<file path="src/rtl/fpmult_pkg.sv">
// Shared types, constants and result classification for the FP32 multiplier front end.
package fpmult_pkg;

  typedef struct packed {
    logic       sign;
    logic [7:0] exp;
    logic [22:0] man;
  } fp32_t;

  typedef enum logic [1:0] {
    IDLE = 2'd0,
    BUSY = 2'd1,
    RESP = 2'd2
  } state_t;

  localparam logic [7:0] EXP_MAX  = 8'hFF;
  localparam int         EXP_BIAS = 127;

  // Returns {nan, inf, zero}; denormals set none of them.
  function automatic logic [2:0] class_fp32(input fp32_t v);
    logic is_nan, is_inf, is_zero;
    is_zero = (v.exp == 8'd0) && (v.man == 23'd0);
    is_inf  = (v.exp == EXP_MAX) && (v.man == 23'd0);
    is_nan  = (v.exp == EXP_MAX) && (v.man != 23'd0);
    return {is_nan, is_inf, is_zero};
  endfunction

endpackage

</file>
<file path="src/rtl/fpmult_arbiter_multiplierunit.sv">
// Combinational IEEE-754 binary32 multiplier, round-to-nearest-even.
// Subnormal inputs are treated as zero and underflowing results flush to signed zero.
module multiplierunit
  import fpmult_pkg::*;
(
  input  logic [31:0] dataA,
  input  logic [31:0] dataB,
  output logic [31:0] dataR
);

  localparam logic [31:0] QNAN = 32'h7FC0_0000;

  fp32_t             fa, fb;
  logic              a_nan, b_nan, a_inf, b_inf, a_zero, b_zero, sign;
  logic [47:0]       prod;
  logic [22:0]       mant;
  logic [23:0]       mant_r;
  logic              guard, sticky, rnd;
  logic signed [10:0] exp_s;

  assign fa     = dataA;
  assign fb     = dataB;
  assign a_nan  = (fa.exp == EXP_MAX) && (fa.man != 23'd0);
  assign b_nan  = (fb.exp == EXP_MAX) && (fb.man != 23'd0);
  assign a_inf  = (fa.exp == EXP_MAX) && (fa.man == 23'd0);
  assign b_inf  = (fb.exp == EXP_MAX) && (fb.man == 23'd0);
  assign a_zero = (fa.exp == 8'd0);
  assign b_zero = (fb.exp == 8'd0);
  assign sign   = fa.sign ^ fb.sign;
  assign prod   = 48'({1'b1, fa.man}) * 48'({1'b1, fb.man});

  always_comb begin
    exp_s = $signed({3'b000, fa.exp}) + $signed({3'b000, fb.exp}) - 11'(EXP_BIAS);
    if (prod[47]) begin
      mant   = prod[46:24];
      guard  = prod[23];
      sticky = |prod[22:0];
      exp_s  = exp_s + 11'sd1;
    end else begin
      mant   = prod[45:23];
      guard  = prod[22];
      sticky = |prod[21:0];
    end
    rnd    = guard & (sticky | mant[0]);
    mant_r = {1'b0, mant} + {23'd0, rnd};
    // Rounding carry-out leaves the fraction at zero, only the exponent moves.
    if (mant_r[23]) exp_s = exp_s + 11'sd1;

    dataR = {sign, exp_s[7:0], mant_r[22:0]};
    if (a_nan || b_nan || (a_inf && b_zero) || (b_inf && a_zero)) begin
      dataR = QNAN;
    end else if (a_inf || b_inf) begin
      dataR = {sign, EXP_MAX, 23'd0};
    end else if (a_zero || b_zero) begin
      dataR = {sign, 31'd0};
    end else if (exp_s >= 11'sd255) begin
      dataR = {sign, EXP_MAX, 23'd0};
    end else if (exp_s <= 11'sd0) begin
      dataR = {sign, 31'd0};
    end
  end

endmodule

</file>
<file path="src/rtl/fpmult_arbiter.sv">
// Round-robin front end sharing one combinational FP32 multiplier between two requesters.
// state | meaning: IDLE = granting, BUSY = LAT compute cycles, RESP = holding result for owner.
module fpmult_arbiter
  import fpmult_pkg::*;
#(
  parameter int LAT  = 1,
  parameter int NREQ = 2
) (
  input  logic                  clk,
  input  logic                  nreset,
  input  logic [NREQ-1:0]       req_valid,
  output logic [NREQ-1:0]       req_ready,
  input  logic [NREQ-1:0][31:0] req_a,
  input  logic [NREQ-1:0][31:0] req_b,
  output logic [NREQ-1:0]       rsp_valid,
  input  logic [NREQ-1:0]       rsp_ready,
  output logic [31:0]           rsp_data,
  output logic [2:0]            rsp_flags,
  output logic                  busy
);

  localparam logic [3:0] CNT_LOAD = 4'(LAT - 1);

  state_t          state_q;
  logic            ptr_q, owner_q, gnt, any_valid;
  logic [3:0]      cnt_q;
  logic [31:0]     a_q, b_q, mul_r;
  logic [31:0]     rsp_data_q;
  logic [2:0]      rsp_flags_q;
  logic [NREQ-1:0] rsp_valid_q;
  logic            busy_q;

  multiplierunit u_mult (
    .dataA(a_q),
    .dataB(b_q),
    .dataR(mul_r)
  );

  assign any_valid = |req_valid;
  assign gnt       = req_valid[ptr_q] ? ptr_q : ~ptr_q;

  always_comb begin
    req_ready = '0;
    if (state_q == IDLE && any_valid) req_ready[gnt] = 1'b1;
  end

  always_ff @(posedge clk or negedge nreset) begin
    if (!nreset) begin
      state_q     <= IDLE;
      ptr_q       <= 1'b0;
      owner_q     <= 1'b0;
      cnt_q       <= 4'd0;
      a_q         <= 32'd0;
      b_q         <= 32'd0;
      rsp_data_q  <= 32'd0;
      rsp_flags_q <= 3'd0;
      rsp_valid_q <= '0;
      busy_q      <= 1'b0;
    end else begin
      case (state_q)
        IDLE: begin
          if (any_valid) begin
            a_q     <= req_a[gnt];
            b_q     <= req_b[gnt];
            owner_q <= gnt;
            ptr_q   <= ~gnt;
            cnt_q   <= CNT_LOAD;
            state_q <= BUSY;
            busy_q  <= 1'b1;
          end
        end
        BUSY: begin
          if (cnt_q == 4'd0) begin
            rsp_data_q           <= mul_r;
            rsp_flags_q          <= class_fp32(mul_r);
            rsp_valid_q          <= '0;
            rsp_valid_q[owner_q] <= 1'b1;
            state_q              <= RESP;
          end else begin
            cnt_q <= cnt_q - 4'd1;
          end
        end
        RESP: begin
          if (rsp_ready[owner_q]) begin
            rsp_valid_q <= '0;
            state_q     <= IDLE;
            busy_q      <= 1'b0;
          end
        end
        default: begin
          state_q     <= IDLE;
          rsp_valid_q <= '0;
          busy_q      <= 1'b0;
        end
      endcase
    end
  end

  assign rsp_valid = rsp_valid_q;
  assign rsp_data  = rsp_data_q;
  assign rsp_flags = rsp_flags_q;
  assign busy      = busy_q;

endmodule

</file>
<file path="config.mk">
export PLATFORM = sky130hd
export DESIGN_NAME = fpmult_arbiter
export DESIGN_NICKNAME = d
export VERILOG_FILES = /design/src/rtl/fpmult_pkg.sv /design/src/rtl/fpmult_arbiter_multiplierunit.sv /design/src/rtl/fpmult_arbiter.sv
export SDC_FILE = /design/constraint.sdc
export NUM_CORES = 2
export LEC_CHECK = 0
export ABC_CLOCK_PERIOD_IN_PS = 13000
export BUFFER_PORTS_ARGS = -buffer_cell sky130_fd_sc_hd__buf_2
export CAP_MARGIN = 20
export CELL_PAD_IN_SITES_DETAIL_PLACEMENT = 0
export CELL_PAD_IN_SITES_GLOBAL_PLACEMENT = 1
export CORE_ASPECT_RATIO = 1.75
export CORE_MARGIN = 4
export CORE_UTILIZATION = 49
export DETAILED_ROUTE_END_ITERATION = 6
export MAX_ROUTING_LAYER = met4
export PLACE_DENSITY = 0.95
export SLEW_MARGIN = 20
export SYNTH_ARGS = -nofsm -noshare
export SYNTH_HDL_FRONTEND = slang
export SYNTH_SLANG_ARGS = --single-unit
</file>
<file path="constraint.sdc">
create_clock -name clk -period 13 [get_ports clk]
set_input_delay 2.6 -clock clk [delete_from_list [all_inputs] [get_ports clk]]
set_output_delay 2.6 -clock clk [all_outputs]
set_load 0.005 [all_outputs]
</file>
After elaboration in Yosys (flattened, before gate mapping)
Cells that the tools add are included.
{"block": "classes", "magnitude_cmp": 7, "n_mul": 1, "n_eq_ne": 9, "addsub": 6, "n_reduce_logical": 38, "n_mux": 36, "bitwise": 7, "div": 0, "n_shift": 0}
{"cell": "two-way mux 32 bit", "count": 5}
{"cell": "two-way mux 31 bit", "count": 4}
{"cell": "zero test 23 bit", "count": 3}
{"cell": "nonzero test 23 bit", "count": 3}
{"cell": "multiplier 24 x 24 -> 48 bit", "count": 1}
{"cell": "adder 23 x 1 -> 24 bit", "count": 1}
{"cell": "equality test 8 bit (second input constant)", "count": 3}
{"cell": "zero test 8 bit", "count": 3}
{"cell": "two-way mux 23 bit", "count": 1}
{"cell": "OR reduction 23 bit", "count": 1}
{"cell": "adder 11 x 2 -> 11 bit (second input constant)", "count": 2}
{"cell": "two-way mux 11 bit", "count": 2}
{"cell": "OR reduction 22 bit", "count": 1}
{"cell": "logical AND 1 bit", "count": 12}
{"cell": "case mux 2 bit (3 select lines)", "count": 2}
{"cell": "AND reduction 3 bit", "count": 4}
{"cell": ">= comparator 11 x 9 -> 1 bit (second input constant)", "count": 1}
{"cell": "<= comparator 11 x 1 -> 1 bit (second input constant)", "count": 1}
{"cell": "two-way mux 1 bit", "count": 11}
{"cell": "subtractor 11 x 8 -> 11 bit (second input constant)", "count": 1}
{"cell": "two-way mux 2 bit", "count": 5}
{"cell": "adder 8 x 8 -> 9 bit", "count": 1}
{"cell": "two-way mux 4 bit", "count": 2}
{"cell": "inequality test 2 bit (second input constant)", "count": 4}
{"cell": "other kinds (18)", "count": 30}
{"block": "totals", "memories": 0, "latch_bits": 0, "wordCells": 114, "rom_bits": 0, "ff_bits": 110, "out_inout_bits": 40, "inputBits": 134, "mem_bits_rw": 0}

Logic depth before layout (Yosys ltp)
{"block": "depth", "word_depth": 15, "ltp_mapped": 42, "depth_no_buf": 36}

Cells and area by module
From an unflattened synthesis, not the netlist that was laid out.
{"block": "hier_totals", "hier_cells": 3189, "area_unflattened_um2": 27602.7}
{"module": "multiplierunit", "cells_each": 2765, "area_each_um2": 22720.5, "instances": 1, "seq_area_each_um2": 0.0}
{"module": "fpmult_arbiter", "cells_each": 424, "area_each_um2": 4882.2, "instances": 1, "seq_area_each_um2": 2752.6}

Worst setup path before layout
No wires, ideal clock.
{"block": "synth_timing", "path_type": "reg-to-reg", "startpoint": "register b_q[3]", "endpoint": "register rsp_data_q[14], in the netlist rsp_data[14]", "setup_time_ps": 122, "stages_incl_launch_ff": 40, "synth_period_minus_slack_ps": 9721, "arrival_ps": 9599, "path_slack_ps": 3279, "t_required_ps": 12878, "n_path_buf": 8, "path_cell_list": "dfrtp_1 -> clkbuf_1 -> clkbuf_1 -> nand2_1 -> fa_1 -> inv_1 -> fa_1 -> inv_1 -> fa_1 -> fa_1 -> inv_1 -> fa_1 -> fa_1 -> inv_1 -> fa_1 -> inv_1 -> ha_1 -> buf_2 -> [... 4 more ...] -> a211oi_2 -> o211a_2 -> buf_4 -> buf_2 -> buf_1 -> buf_1 -> nand2_1 -> a21oi_1 -> ha_1 -> nor2b_1 -> nand2_1 -> a2111oi_2 -> and4_1 -> buf_2 -> nand3_1 -> o22ai_1 -> nand2_1 -> a32o_1"}
{"block": "synth_via", "elab_chain_len": 13, "word_cells_on_any_way": 28, "classes_between": "add/sub: 2; mul: 1; order compare: 2; mux: 10; bitwise: 2; reduce/logical: 11"}
{"element": "start, declared", "line": "fpmult_arbiter.sv:27", "rtl": "logic [31:0] a_q, b_q, mul_r;"}
{"element": "start signal, assigned", "line": "fpmult_arbiter.sv:64", "rtl": "b_q <= req_b[gnt];"}
{"element": "multiplier 24 x 24 -> 48 bit", "line": "fpmult_arbiter_multiplierunit.sv:30", "rtl": "assign prod = 48'({1'b1, fa.man}) * 48'({1'b1, fb.man});"}
{"element": "OR reduction 23 bit / OR reduction 22 bit (equally long branches)", "line": "fpmult_arbiter_multiplierunit.sv:37, fpmult_arbiter_multiplierunit.sv:42"}
{"element": "two-way mux 1 bit", "line": "fpmult_arbiter_multiplierunit.sv:34", "rtl": "if (prod[47]) begin"}
{"element": "OR 1 bit", "line": "fpmult_arbiter_multiplierunit.sv:44", "rtl": "rnd = guard & (sticky | mant[0]);"}
{"element": "bitwise AND 1 bit", "line": "fpmult_arbiter_multiplierunit.sv:44"}
{"element": "adder 23 x 1 -> 24 bit", "line": "fpmult_arbiter_multiplierunit.sv:45", "rtl": "mant_r = {1'b0, mant} + {23'd0, rnd};"}
{"element": "two-way mux 11 bit", "line": "fpmult_arbiter_multiplierunit.sv:47", "rtl": "if (mant_r[23]) exp_s = exp_s + 11'sd1;"}
{"element": "<= comparator 11 x 1 -> 1 bit", "line": "fpmult_arbiter_multiplierunit.sv:58", "rtl": "end else if (exp_s <= 11'sd0) begin"}
{"element": "two-way mux 31 bit", "line": "fpmult_arbiter_multiplierunit.sv:58"}
{"element": "two-way mux 31 bit", "line": "fpmult_arbiter_multiplierunit.sv:56", "rtl": "end else if (exp_s >= 11'sd255) begin"}
{"element": "two-way mux 31 bit", "line": "fpmult_arbiter_multiplierunit.sv:54", "rtl": "end else if (a_zero || b_zero) begin"}
{"element": "two-way mux 31 bit", "line": "fpmult_arbiter_multiplierunit.sv:52", "rtl": "end else if (a_inf || b_inf) begin"}
{"element": "two-way mux 32 bit (*)", "line": "fpmult_arbiter_multiplierunit.sv:50", "rtl": "if (a_nan || b_nan || (a_inf && b_zero) || (b_inf && a_zero)) begin"}
{"element": "end signal, assigned", "line": "fpmult_arbiter.sv:74", "rtl": "rsp_data_q <= mul_r;"}
{"element": "end, declared", "line": "fpmult_arbiter.sv:28", "rtl": "logic [31:0] rsp_data_q;"}
Every way passes the cells marked *; elsewhere a longest branch is shown, timed or not.
A chain may end at the register's enable or synchronous reset.

Final worst setup path
{"block": "layout_timing", "startpoint": "register b_q[0]", "endpoint": "register rsp_data_q[3], in the netlist rsp_data[3]"}
The elaborated chain is that of the path after synthesis.

==> run summary <==
The tools report the origin of the worst setup path as b_q[0]. After clock tree synthesis, the clock-pin slew on the worst setup and hold paths is 0.09 ns. Pin placement for this block handled 174 I/O pins. Startpoint type of the worst setup path: a flop. Setup slack on the worst reg-to-reg path comes out at 2.10 ns. The post-synthesis cell type count is 95. Critical path's slowest cell: dfrtp_1. Dividing the detail-routed wire length by the instance count gives 20.5 um. The share of cell area taken by muxes after synthesis was 3.07%; the final cycle utilization of the critical path was 83.8%. Post-detailed-route count of antenna-violating nets: 0.

The total nets after synthesis is 3954, and the area fraction of the dominant cell type after synthesis is 35.8%. The count of flip-flops with a built-in enable after synthesis came out at 0. STA classifies the critical path endpoint as a flop.

Compared with the post-synthesis result, the final layout area differs by 6.59%. CTS built an H-tree with a depth of 3. Buffer type at the clock tree root: clkbuf_16. The run gives 1083 as the number of violations reported at the end of detailed-routing iteration 0. The number of flip-flops and latches in the synthesized netlist works out to 110. The logs give 7 for the first-pass detailed-route iteration total and 113 for the row count. In this run, post-CTS repair resized a total of 0 instances. The worst hold path begins at rsp_data[20]. The path type of the worst min-delay path was reg2reg. The complex-gate fraction of the synthesized area was 9.71%. After Yosys synthesis, and, or, nand and nor cells account for 19.3% of the synthesized area. The count of input and output buffers is 173. In this design, the critical path's most frequently occurring cell is fa_1. The sequential area share after synthesis is 10.2%. The total overflow left after global routing is 0.

Number of antenna violations at the first check in global routing: 0. The initial core utilization is 49.6%. The tools report the number of DRC violations after detailed routing as 4. Summing all flip-flop and latch instances after layout gives 2750 um^2. The post-CTS setup repair buffer count came out at 0. The checks that failed: design-rule violations.

Entering global routing, the biggest net connects 95 pins. The logs give 23883 for the number of global-route vias before repair and 3150 for the number of cells produced by synthesis. The final route contains 22248 vias. Measured along the x axis, the die boundary spans 186 um. Setup repair after global routing left no endpoint under its margin. The number of clock buffers added by TritonCTS is 9. The most common cell in the synthesized netlist is inv_1. After floorplanning, the core was sized to cover 54400 um^2.

By startpoint and endpoint, the worst setup path is classified as reg2reg. In the final timing run, aggregate negative setup slack is 0 ns. 0 antenna diodes ended up in the layout. The reg-to-reg startpoint is b_q[0].

The filler cell count was 4959; the height of the die was 319 um. The data required time at the worst endpoint came out at 13.33 ns. For the post-DP HPWL, the log shows 65200 um. The count of max-cap constraint violations is 0.

The final setup skew is 0.0171 ns, and the slew at the pin closest to its max-slew limit is 1.13 ns. The clock sink count was 110; the largest fanout on the critical path was 26. The later pin in the worst-skew pair is clocked with a latency of 0.41 ns. Yosys attributes the largest share of cell area to fa_1 36%, dfrtp_1 10%, ha_1 8.7%. The die covers 59100 um^2.

The max-slew violation total from the final report was 0; the fraction of final layout cells sized beyond drive strength 1 was 9.15%. By area, the combinational part of the netlist is dominated by adder cells. Dividing the detail-routed via count by the number of cells gives 5.68. Of all flip-flops after synthesis, the portion carrying an async set or reset was 100%. For the routability-driven placement congestion ratio, the log shows 0.967. The run finished, with violations left. The worst-case clock buffer depth was 2. The prevailing post-synth register cell is dfrtp_1. Maximum clock frequency: 0.0917 GHz. For the worst slew slack as a fraction of its limit, the log shows 24.6%. Sorting the synthesized cells by how often they occur yields 605 x inv_1, 483 x fa_1, 443 x nand2_1, 253 x and2_1, 187 x ha_1. Of the total synthesized cell area, the portion taken by XOR and XNOR cells is 2.43%. Buffers inserted to repair hold after CTS numbered 0. In the global route stage, overall resource usage came out at 28.7%. The first-pass GRT wire length was 128000 um. The multi-input combinational cells in the finished layout cover a total of 21400 um^2. After Yosys synthesis, full adders, half adders and majority gates account for 44.4% of the synthesized area. During synthesis, Yosys emitted a total of 0 warnings. The largest single stage delay on the critical path is 0.74 ns. The routed design has 80400 um of wire.

For the finished layout, the period the worst path requires is 10.90 ns. Data arrives at the worst endpoint at 11.23 ns. A synthesized cell averages 8.58 um^2.

TritonCTS built the clock tree. Setup violations remaining at the end of the flow were counted as 0. After the last flow step, the layout net total stands at 4024. The count of endpoints failing hold in the final timing report is 0. The synthesized netlist occupies a cell area of 27000 um^2. fa_1 takes more of the synthesized area than any other cell.
-- stage by stage --
stage	instance area, um^2	cells	worst slack [ns]	hold WS [ns]	util, %
2_1_floorplan	27000	3150	3.28	0.462	-
3_3_place_gp	28500	3899	2.28	0.463	52.4
3_5_place_dp	28500	3899	2.10	0.464	52.4
4_1_cts	28800	3915	2.04	0.490	52.9
5_1_grt	28800	3915	1.36	0.522	52.9
6_report	28800	3915	2.10	0.488	52.9
-- path summary, 6_finish.rpt --
path | end | depth (start not counted)
worst min-delay path | rsp_data[20] | 2
worst min register to register | rsp_data[20] | 2
max in group asynchronous | b_q[0] | 2
worst max-delay path | rsp_data[3] | 29
min in group asynchronous | a_q[13] | 1
worst max register to register | rsp_data[3] | 29
-- cell families after synthesis --
group | after synthesis
simple gates | 1052
buf+inv | 773
flops | 110
fa+ha+maj | 670
compound gates | 389
xor+xnor | 75
mux | 81
-- state kept, by name (all words and copies together), names as in the netlist --
name       cells
rsp_valid      2
b_q           32
a_q           32
busy           1
owner_q        1
ptr_q          1
state_q        2
cnt_q          4
rsp_flags      3
rsp_data      32
-- routing by layer --
metal / share of wire [%] / vias to the layer above / global-route usage, %
met2: 53 / 882 / 50.6
met3: 5.1 / 361 / 3.07
met1: 33 / 11017 / 29.5
li1: - / 9988 / -
met5: 0 / - / -
met4: 8.8 / 0 / 19.6
-- cell type report --
cell class              instances  share of cell area [%]
inverters                     608                    7.92
multi-input cells            2267                    74.1
clock inverters                 6                   0.213
clock buffers                  10                   0.830
well taps                     690                    3.00
flip-flops and latches        110                    9.56
repair buffers                224                    4.34
-- critical path: cells and delay by family (launching register included) --
family / cells / cell delay (ns)
AOI/OAI and AO/OA: 5 / 1.95
adders and majority gates: 8 / 3.91
buffers and inverters: 6 / 1.07
DFF: 1 / 0.74
muxes: 1 / 0.33
and+or+nand+nor: 9 / 2.82
-- cells in the final DEF, fill, tap and decap left out, drive strengths merged, types with 9 or more instances in the layout --
| master | Yosys | final |
|---|---|---|
| inv | 605 | 609 |
| fa | 483 | 483 |
| nand2 | 446 | 446 |
| and2 | 254 | 254 |
| buf | 29 | 224 |
| ha | 187 | 187 |
| o21ai | 137 | 137 |
| nor2 | 121 | 121 |
| dfrtp | 110 | 110 |
| a21oi | 87 | 87 |
| mux2i | 77 | 77 |
| xnor2 | 47 | 47 |
| nor3 | 44 | 44 |
| nand3 | 39 | 39 |
| xor2 | 28 | 28 |
| nand4 | 28 | 28 |
| nor4 | 24 | 24 |
| and3 | 20 | 20 |
| a211oi | 19 | 19 |
| a21o | 18 | 18 |
| nand2b | 12 | 12 |
| o21a | 11 | 11 |
| nor2b | 11 | 11 |
| o22a | 11 | 11 |
| o211ai | 10 | 10 |
| or3 | 10 | 10 |
| clkbuf | 136 | 10 |
| a31oi | 9 | 9 |
| a2111oi | 9 | 9 |
Power is not shown: default switching activity piles up to over one toggle a cycle in this logic, so the estimate is an artifact.
